### src/rtl/cache_arb_pkg.sv
// Shared types and sizing for the L1-to-L2 request arbiter.
// Holds the FSM state encoding, grant identifiers, line geometry and the
// L2 request payload struct used by l2_request_arbiter.
package cache_arb_pkg;

  localparam int unsigned s_offset = 5;                  // log2 bytes per line
  localparam int unsigned s_index  = 3;                  // index bits
  localparam int unsigned s_line   = 8 * (2 ** s_offset);  // line width in bits
  localparam int unsigned ADDR_W   = 32;
  localparam int unsigned PERF_W   = 32;

  typedef enum logic [1:0] {
    IDLE    = 2'd0,
    SERVE_I = 2'd1,
    SERVE_D = 2'd2
  } arb_state_t;

  localparam logic INSN = 1'b0;
  localparam logic DATA = 1'b1;

  typedef struct packed {
    logic              read;
    logic              write;
    logic [ADDR_W-1:0] address;
    logic [s_line-1:0] wdata;
  } l2_req_t;

  // Set index of a line address.
  function automatic logic [s_index-1:0] line_index(input logic [ADDR_W-1:0] addr);
    return addr[s_offset +: s_index];
  endfunction

endpackage

### src/rtl/arb_perf_counters.sv
// Saturating 32-bit event counters for the L2 request arbiter.
// Ports:
//   clk, rst       clock, synchronous active-high reset (clears all counters)
//   i_grant_i      strobe: icache granted this cycle
//   i_grant_d      strobe: dcache granted this cycle
//   i_conflict     strobe: both requesters pending in IDLE this cycle
//   o_i_grants     icache grant count
//   o_d_grants     dcache grant count
//   o_conflicts    conflict cycle count
module arb_perf_counters
  import cache_arb_pkg::*;
(
  input  logic              clk,
  input  logic              rst,
  input  logic              i_grant_i,
  input  logic              i_grant_d,
  input  logic              i_conflict,
  output logic [PERF_W-1:0] o_i_grants,
  output logic [PERF_W-1:0] o_d_grants,
  output logic [PERF_W-1:0] o_conflicts
);

  logic [PERF_W-1:0] r_i_grants;
  logic [PERF_W-1:0] r_d_grants;
  logic [PERF_W-1:0] r_conflicts;

  // Increment unless already at the all-ones ceiling.
  function automatic logic [PERF_W-1:0] sat_inc(input logic [PERF_W-1:0] v, input logic en);
    return (en && (v != '1)) ? v + PERF_W'(1) : v;
  endfunction

  always_ff @(posedge clk) begin
    if (rst) begin
      r_i_grants  <= '0;
      r_d_grants  <= '0;
      r_conflicts <= '0;
    end else begin
      r_i_grants  <= sat_inc(r_i_grants, i_grant_i);
      r_d_grants  <= sat_inc(r_d_grants, i_grant_d);
      r_conflicts <= sat_inc(r_conflicts, i_conflict);
    end
  end

  assign o_i_grants  = r_i_grants;
  assign o_d_grants  = r_d_grants;
  assign o_conflicts = r_conflicts;

endmodule

### src/rtl/l2_request_arbiter.sv
// Registered-grant arbiter sharing one L2 port between the L1 icache and
// dcache miss paths. A grant is taken in IDLE, held until l2_resp, and ties
// are broken round-robin against the last granted requester. L2-side outputs
// depend only on the state register and the granted requester, never on l2_resp.
// Ports:
//   clk, rst                       clock, synchronous active-high reset
//   i_read/i_write/i_address/i_wdata   icache miss request (held until i_resp)
//   i_resp/i_rdata                 icache completion pulse and fill data
//   d_read/d_write/d_address/d_wdata   dcache miss request (held until d_resp)
//   d_resp/d_rdata                 dcache completion pulse and fill data
//   l2_read/l2_write/l2_address/l2_wdata  request to L2
//   l2_resp/l2_rdata               L2 completion pulse and read data
//   perf_i_grants/perf_d_grants/perf_conflicts  event counters
// Build option: define ARB_PERF_EN to build the counters; otherwise perf_* read 0.
module l2_request_arbiter
  import cache_arb_pkg::*;
(
  input  logic              clk,
  input  logic              rst,
  input  logic              i_read,
  input  logic              i_write,
  input  logic [ADDR_W-1:0] i_address,
  input  logic [s_line-1:0] i_wdata,
  output logic              i_resp,
  output logic [s_line-1:0] i_rdata,
  input  logic              d_read,
  input  logic              d_write,
  input  logic [ADDR_W-1:0] d_address,
  input  logic [s_line-1:0] d_wdata,
  output logic              d_resp,
  output logic [s_line-1:0] d_rdata,
  output logic              l2_read,
  output logic              l2_write,
  output logic [ADDR_W-1:0] l2_address,
  output logic [s_line-1:0] l2_wdata,
  input  logic              l2_resp,
  input  logic [s_line-1:0] l2_rdata,
  output logic [PERF_W-1:0] perf_i_grants,
  output logic [PERF_W-1:0] perf_d_grants,
  output logic [PERF_W-1:0] perf_conflicts
);

  arb_state_t r_state;
  arb_state_t w_next_state;
  logic       r_last_grant;
  logic       w_i_pend;
  logic       w_d_pend;
  logic       w_grant_i;
  logic       w_grant_d;
  l2_req_t    w_l2_req;

  assign w_i_pend = i_read | i_write;
  assign w_d_pend = d_read | d_write;

  // State and round-robin history registers.
  always_ff @(posedge clk) begin
    if (rst) begin
      r_state      <= IDLE;
      r_last_grant <= DATA;
    end else begin
      r_state <= w_next_state;
      if (w_grant_i) begin
        r_last_grant <= INSN;
      end else if (w_grant_d) begin
        r_last_grant <= DATA;
      end
    end
  end

  // Next-state, grant decision and output muxing.
  always_comb begin
    w_next_state = r_state;
    w_grant_i    = 1'b0;
    w_grant_d    = 1'b0;
    w_l2_req     = '0;
    i_resp       = 1'b0;
    i_rdata      = '0;
    d_resp       = 1'b0;
    d_rdata      = '0;
    case (r_state)
      IDLE: begin
        // On a tie the icache wins only if the dcache had the last grant.
        if (w_i_pend && (!w_d_pend || (r_last_grant == DATA))) begin
          w_grant_i    = 1'b1;
          w_next_state = SERVE_I;
        end else if (w_d_pend) begin
          w_grant_d    = 1'b1;
          w_next_state = SERVE_D;
        end
      end
      SERVE_I: begin
        w_l2_req = '{read: i_read, write: i_write, address: i_address, wdata: i_wdata};
        if (l2_resp) begin
          i_resp       = 1'b1;
          i_rdata      = l2_rdata;
          w_next_state = IDLE;
        end
      end
      SERVE_D: begin
        w_l2_req = '{read: d_read, write: d_write, address: d_address, wdata: d_wdata};
        if (l2_resp) begin
          d_resp       = 1'b1;
          d_rdata      = l2_rdata;
          w_next_state = IDLE;
        end
      end
      default: begin
        w_next_state = IDLE;
      end
    endcase
  end

  assign l2_read    = w_l2_req.read;
  assign l2_write   = w_l2_req.write;
  assign l2_address = w_l2_req.address;
  assign l2_wdata   = w_l2_req.wdata;

`ifdef ARB_PERF_EN
  logic w_conflict;

  assign w_conflict = (r_state == IDLE) && w_i_pend && w_d_pend;

  arb_perf_counters u_perf (
    .clk         (clk),
    .rst         (rst),
    .i_grant_i   (w_grant_i),
    .i_grant_d   (w_grant_d),
    .i_conflict  (w_conflict),
    .o_i_grants  (perf_i_grants),
    .o_d_grants  (perf_d_grants),
    .o_conflicts (perf_conflicts)
  );
`else
  assign perf_i_grants  = '0;
  assign perf_d_grants  = '0;
  assign perf_conflicts = '0;
`endif

endmodule

### config.mk
export PLATFORM = sky130hd
export DESIGN_NAME = l2_request_arbiter
export DESIGN_NICKNAME = d
export VERILOG_FILES = /design/src/rtl/cache_arb_pkg.sv /design/src/rtl/arb_perf_counters.sv /design/src/rtl/l2_request_arbiter.sv
export SDC_FILE = /design/constraint.sdc
export NUM_CORES = 1
export LEC_CHECK = 0
export ABC_AREA = 1
export BUFFER_PORTS_ARGS = -buffer_cell sky130_fd_sc_hd__buf_2
export CAP_MARGIN = 20
export CORE_AREA = 5 5 665 667
export CTS_BUF_LIST = sky130_fd_sc_hd__clkbuf_8
export CTS_CLUSTER_DIAMETER = 150
export DETAILED_ROUTE_END_ITERATION = 8
export DIE_AREA = 0 0 670 672
export GPL_TIMING_DRIVEN = 0
export HOLD_SLACK_MARGIN = 0.1
export PLACE_DENSITY = 0.3
export SLEW_MARGIN = 0
export SYNTH_ARGS = -nofsm -noshare
export SYNTH_HDL_FRONTEND = slang
export SYNTH_SLANG_ARGS = --single-unit
### constraint.sdc
create_clock -name clk -period 3.3 [get_ports clk]
set_input_delay 0.66 -clock clk [delete_from_list [all_inputs] [get_ports clk]]
set_output_delay 0.66 -clock clk [all_outputs]
set_load 0.05 [all_outputs]
Word level (Yosys, flattened, before mapping)
Cells that the tools add are included.
- flip-flop bits (word level): 3
- input port bits: 839
- output and inout bits: 900
- word-level logic and storage cells: 33
- eq/ne operators: 4
- mux-type cells: 18
- bitwise operators: 2
- reduce and logical (&&, ||, !) cells: 7
- operator list (cell ; number):
    $mux 256 ; 3
    $pmux 290 s2 ; 1
    $mux 1 ; 10
    $mux 2 ; 3
    $pmux 2 s2 ; 1
    $ne 3x3->1 const B ; 1
    $eq 2x1->1 const B ; 1
    $eq 2x2->1 const B ; 1
    $logic_not 2->1 ; 1
    $ne 2x1->1 const B ; 1
    $or 1x1->1 ; 2
    $reduce_and 2->1 ; 1
    $reduce_bool 2->1 ; 1
    $reduce_or 2->1 ; 1
    $logic_and 1x1->1 ; 1
    $logic_not 1->1 ; 1
    $logic_or 1x1->1 ; 1

Longest topological paths before layout
- word-level depth: 8
- gate-level depth with buffers: 9
- gate-level depth less buffers: 8

Worst setup path before layout
OpenSTA, ideal clock, no wires.
- path type: flip-flop to output port
- start: reg r_state[1]
- end: out l2_address[0]
- arrival time: 1.822 ns
- required time: 2.640 ns
- setup slack: 0.818 ns
- cell stages (with the launch flop): 8
- path buffers: 3
- path through: dfxtp_1 -> inv_1 -> ha_1 -> buf_4 -> buf_4 -> buf_2 -> nand2_1 -> a21oi_1
- cells in the longest elaborated chain, start to end: 2
- elaborated cells on any way between the ends: 3
- classes of those cells: eq/ne (2); mux (1)
- ends and longest elaborated chain (item ; line ; RTL):
    start: declaration ; l2_request_arbiter.sv:43 ; arb_state_t r_state;
    start signal: assignment ; l2_request_arbiter.sv:61 ; r_state <= w_next_state;
    $eq 2x2->1 or $eq 2x1->1 (tied branches) ; l2_request_arbiter.sv:80 ; case (r_state)
    $pmux 290 s2 (*) ; l2_request_arbiter.sv:80 ;
    end: declaration ; l2_request_arbiter.sv:34 ; output logic [ADDR_W-1:0] l2_address,
Mark *: on every way between the ends. The rest lies on a longest branch, timed or not.

Worst setup path in the final report
- start: reg r_state[0]
- end: out l2_wdata[112]
- cells in the longest elaborated chain, start to end: 2
- elaborated cells on any way between the ends: 3
- classes of those cells: eq/ne (2); mux (1)
- ends and longest elaborated chain (item ; line ; RTL):
    $eq 2x2->1 or $eq 2x1->1 (tied branches) ; l2_request_arbiter.sv:80 ;
    $pmux 290 s2 (*) ; l2_request_arbiter.sv:80 ;
    end: declaration ; l2_request_arbiter.sv:35 ; output logic [s_line-1:0] l2_wdata,
Marked as above.

==> summary.md <==
| Metric | Value |
|---|---|
| Status | complete, no violations |
| 1st-iter DRT viols | roughly 1,800 |
| Vias | ~22,000 |
| Number of levels the H-tree was split into | 1 |
| Maximum number of pins on one net before global-route repair | 11 |
| Ranking of synthesized cells by area | nand2_1 (27%), nor2_1 (24%), a21oi_1 (18%), inv_1 (12%), buf_4 (9.2%) |
| Final clock period utilization by the worst path | about 99% |
| Combined area of all synthesized cells | between 8000 and 9000 µm² |
| CP Launch Type | flip-flop |
| Commonest cells in the synthesized netlist | nand2_1 (588), nor2_1 (515), a21oi_1 (294), inv_1 (266), buf_2 (111) |
| Post-CTS Repair Setup Buffers | 0 |
| Post-synthesis area per instance | 4.26 µm² |
| DP Cell Count | about 9,400 |
| Synth top area share | ~27% |
| Number of register bits inferred by synthesis | 3 |
| Async set-reset flop share out of synthesis | 0% |
| Upper clock frequency limit | slightly above 300 MHz |
| Most used DFF post-synth | dfxtp_1 |
| FF-to-FF Start | r_state[0] |
| Overflow after GRT | 0 |
| DIE HEIGHT | 672 µm |
| I/O pin count | between 1,500 and 2,000 |
| Sequential share of the synthesized area | 0.734% |
| Critical Path End Type | output pin |
| Routed wirelength normalized by instance count | roughly 41 µm |
| Type of the worst setup path | reg -> out |
| Num rows | ~240 |
| Worst hold-check slack | 0.496 ns |
| Number of synthesized flops with an enable pin | 0 |
| Cell type contributing the most total cell area after synthesis | nand2_1 |
| Slew Limit Fails | 0 |
| Worst hold path depth | 2 |
| Area growth syn-to-layout | 207% |
| Reg2reg path depth | 8 |
| Floorplan core area | ~440,000 µm² |
| Setup repair after global routing missed its margin | yes |
| Via count of the first global-routing pass | between 20,000 and 25,000 |
| Iteration count of the initial detailed-routing pass | 6 |
| Largest driver fanout on the critical path | 10 |
| Max-cap check violation count | 0 |
| Skew-Pair Late Insertion Delay | 0.23 ns |
| Distinct cell type count after synthesis | 15 |
| Clock tree root driver cell | clkbuf_8 |
| Clock buffer count from CTS | 3 |
| Count of final setup violators | 0 |
| Leakage component of the power | 12.7 nW |
| Width of the chip | between 600 and 700 µm |
| Wire length of the first global-routing pass | roughly 440,000 µm |
| Post-Layout Cell Count | between 9,000 and 10,000 |
| Worst R2R Setup Slack | 1.64 ns |
| Layout Cell Area excl Fill | approximately 25,000 µm² |
| Post-layout min period | ~3.3 ns |
| Final count of hold timing violations | 0 |
| Detailed placement HPWL | around 380,000 µm |
| Max rail drop VDD | between 150 and 200 µV |
| Final setup slack of the worst path | ~0.047 ns |
| Post-placement cell area | 24,100 µm² |
| Power density over cell area | roughly 470 nW/µm² |
| Number of I/O port buffers | about 1,600 |
| Clock tree from TritonCTS | built |
| Cell with the most instances after synthesis | nand2_1 |
| Antenna violations before repair | about 430 |
| Cell count after synthesis | a little under 2,000 |
| Start point of the critical path | r_state[0] |
| Die footprint | approximately 450,000 µm² |
| Placer congestion estimate | between 0.9 and 1 |
| Hold Path Class | reg -> reg |
| Required time at the worst-slack endpoint | 2.64 ns |
| Worst Clk Skew | 0.00381 ns |
| Clk sinks | 3 |
| Overall global routing resource usage | roughly 17% |
| Placement-stage worst setup slack | -0.787 ns |
| Number of remaining DRC errors | 0 |
| Measured slew at the worst slew-check pin | ~0.97 ns |
| Max clock buf depth | 2 |
| Routed wire length | about 400,000 µm |
| Signal arrival time at the worst endpoint | 2.59 ns |
| Post-DRT Antenna Nets | 0 |
| Fraction of final layout cells with drive strength greater than 1 | 52.2% |
| Core Util, Final | 5.76% |
| Reg-to-reg endpoint | r_state[1] |
| Average via count per standard cell | between 2 and 2.5 |
| Crit path to | l2_wdata[112] |
| Clock Pin Slew Worst Setup and Hold Paths | roughly 0.04 ns |
| Effective utilization at floorplan | about 1.9% |
| Final net count | 4,511 |
| Worst slew margin | 35.3% |
| Total of warnings raised by yosys | 0 |
routing by layer:
layer | track usage [%] | vias to the layer above | wire length [µm]
met1 | 16.7 | 9982 | 135000
met3 | 14.1 | 780 | 72200
met5 | 0 | - | 1880
met2 | 27.5 | 2008 | 178000
li1 | - | 9131 | -
met4 | 1.92 | 290 | 8460
worst min path at each step:
stage / to / startpoint / slack (ns)
6_report: r_state[0] / r_state[0] / 0.50
5_1_grt: r_state[0] / r_state[0] / 0.52
4_1_cts: r_state[0] / r_state[0] / 0.50
3_5_place_dp: r_state[0] / r_state[0] / 0.49
3_3_place_gp: r_state[0] / r_state[0] / 0.48
2_1_floorplan: r_state[0] / r_state[0] / 0.45
stage by stage:
step	power, W	setup TNS (ns)
after floorplan	0.00549	0
after global placement	0.0117	-230.24
after detailed placement	0.0118	-212.80
after CTS	0.0121	-0.546
after global routing	0.0124	-0.0442
final	0.0117	0
kinds of logic after synthesis:
group                      after synthesis  share of synthesized area [%]
DFF                                      3                          0.734
AOI/OAI and AO/OA                      296                           18.1
other                                    1                         0.0458
buffers and inverters                  514                           29.9
adders and majority gates                3                          0.459
and+or+nand+nor                       1105                           50.7
critical path: stages (launching register included):
cell,delay (ns)
dfxtp_1,0.33
inv_1,0.09
ha_2,0.30
buf_6,0.33
buf_2,0.29
nand2_2,0.26
a21oi_1,0.25
buf_2,0.42
sequential cells by signal (all words and copies together) (netlist names):
| register | cells |
|---|---|
| r_state | 2 |
| r_last_grant | 1 |
area by class of cell:
| class | count | area (µm²) |
|---|---|---|
| clock buffer | 3 | 41.3 |
| sequential | 3 | 60.1 |
| buffer | 248 | 1580 |
| fill | 52800 | 411000 |
| timing repair buffer | 1647 | 8720 |
| clock inverter | 1 | 3.75 |
| antenna | 127 | 318 |
| multi-input combinational | 1500 | 6180 |
| tap | 5757 | 7200 |
| inverter | 266 | 998 |
repair_timing:
action | CTS | global route
setup endpoints to repair | 757 | 68
hold buffers | 0 | 0
gates resized for setup | 211 | 46
placed cells by master, fill, tap and decap left out, types with 2 or more instances in the layout:
cell type and n:
nand2_1 554, clkbuf_1 15, buf_4 222, nor2_1 515, nand2_4 10, conb_1 96, clkbuf_8 4, diode_2 127
a21oi_1 293, buf_16 2, dfxtp_1 3, buf_8 4, buf_1 8, clkbuf_4 27, nand2_2 24, buf_2 1591
inv_1 267, buf_12 2, ha_2 2, buf_6 15, clkbuf_2 8
power breakdown:
group / internal (W) / total (W) / switching [W]
clock: 0.0000799 / 0.000113 / 0.0000327
combinational: 0.00198 / 0.0116 / 0.00959
sequential: 0.0000457 / 0.0000533 / 0.00000758
total: 0.00211 / 0.0117 / 0.00963
Note: power is estimated with default switching activity, not from simulation.
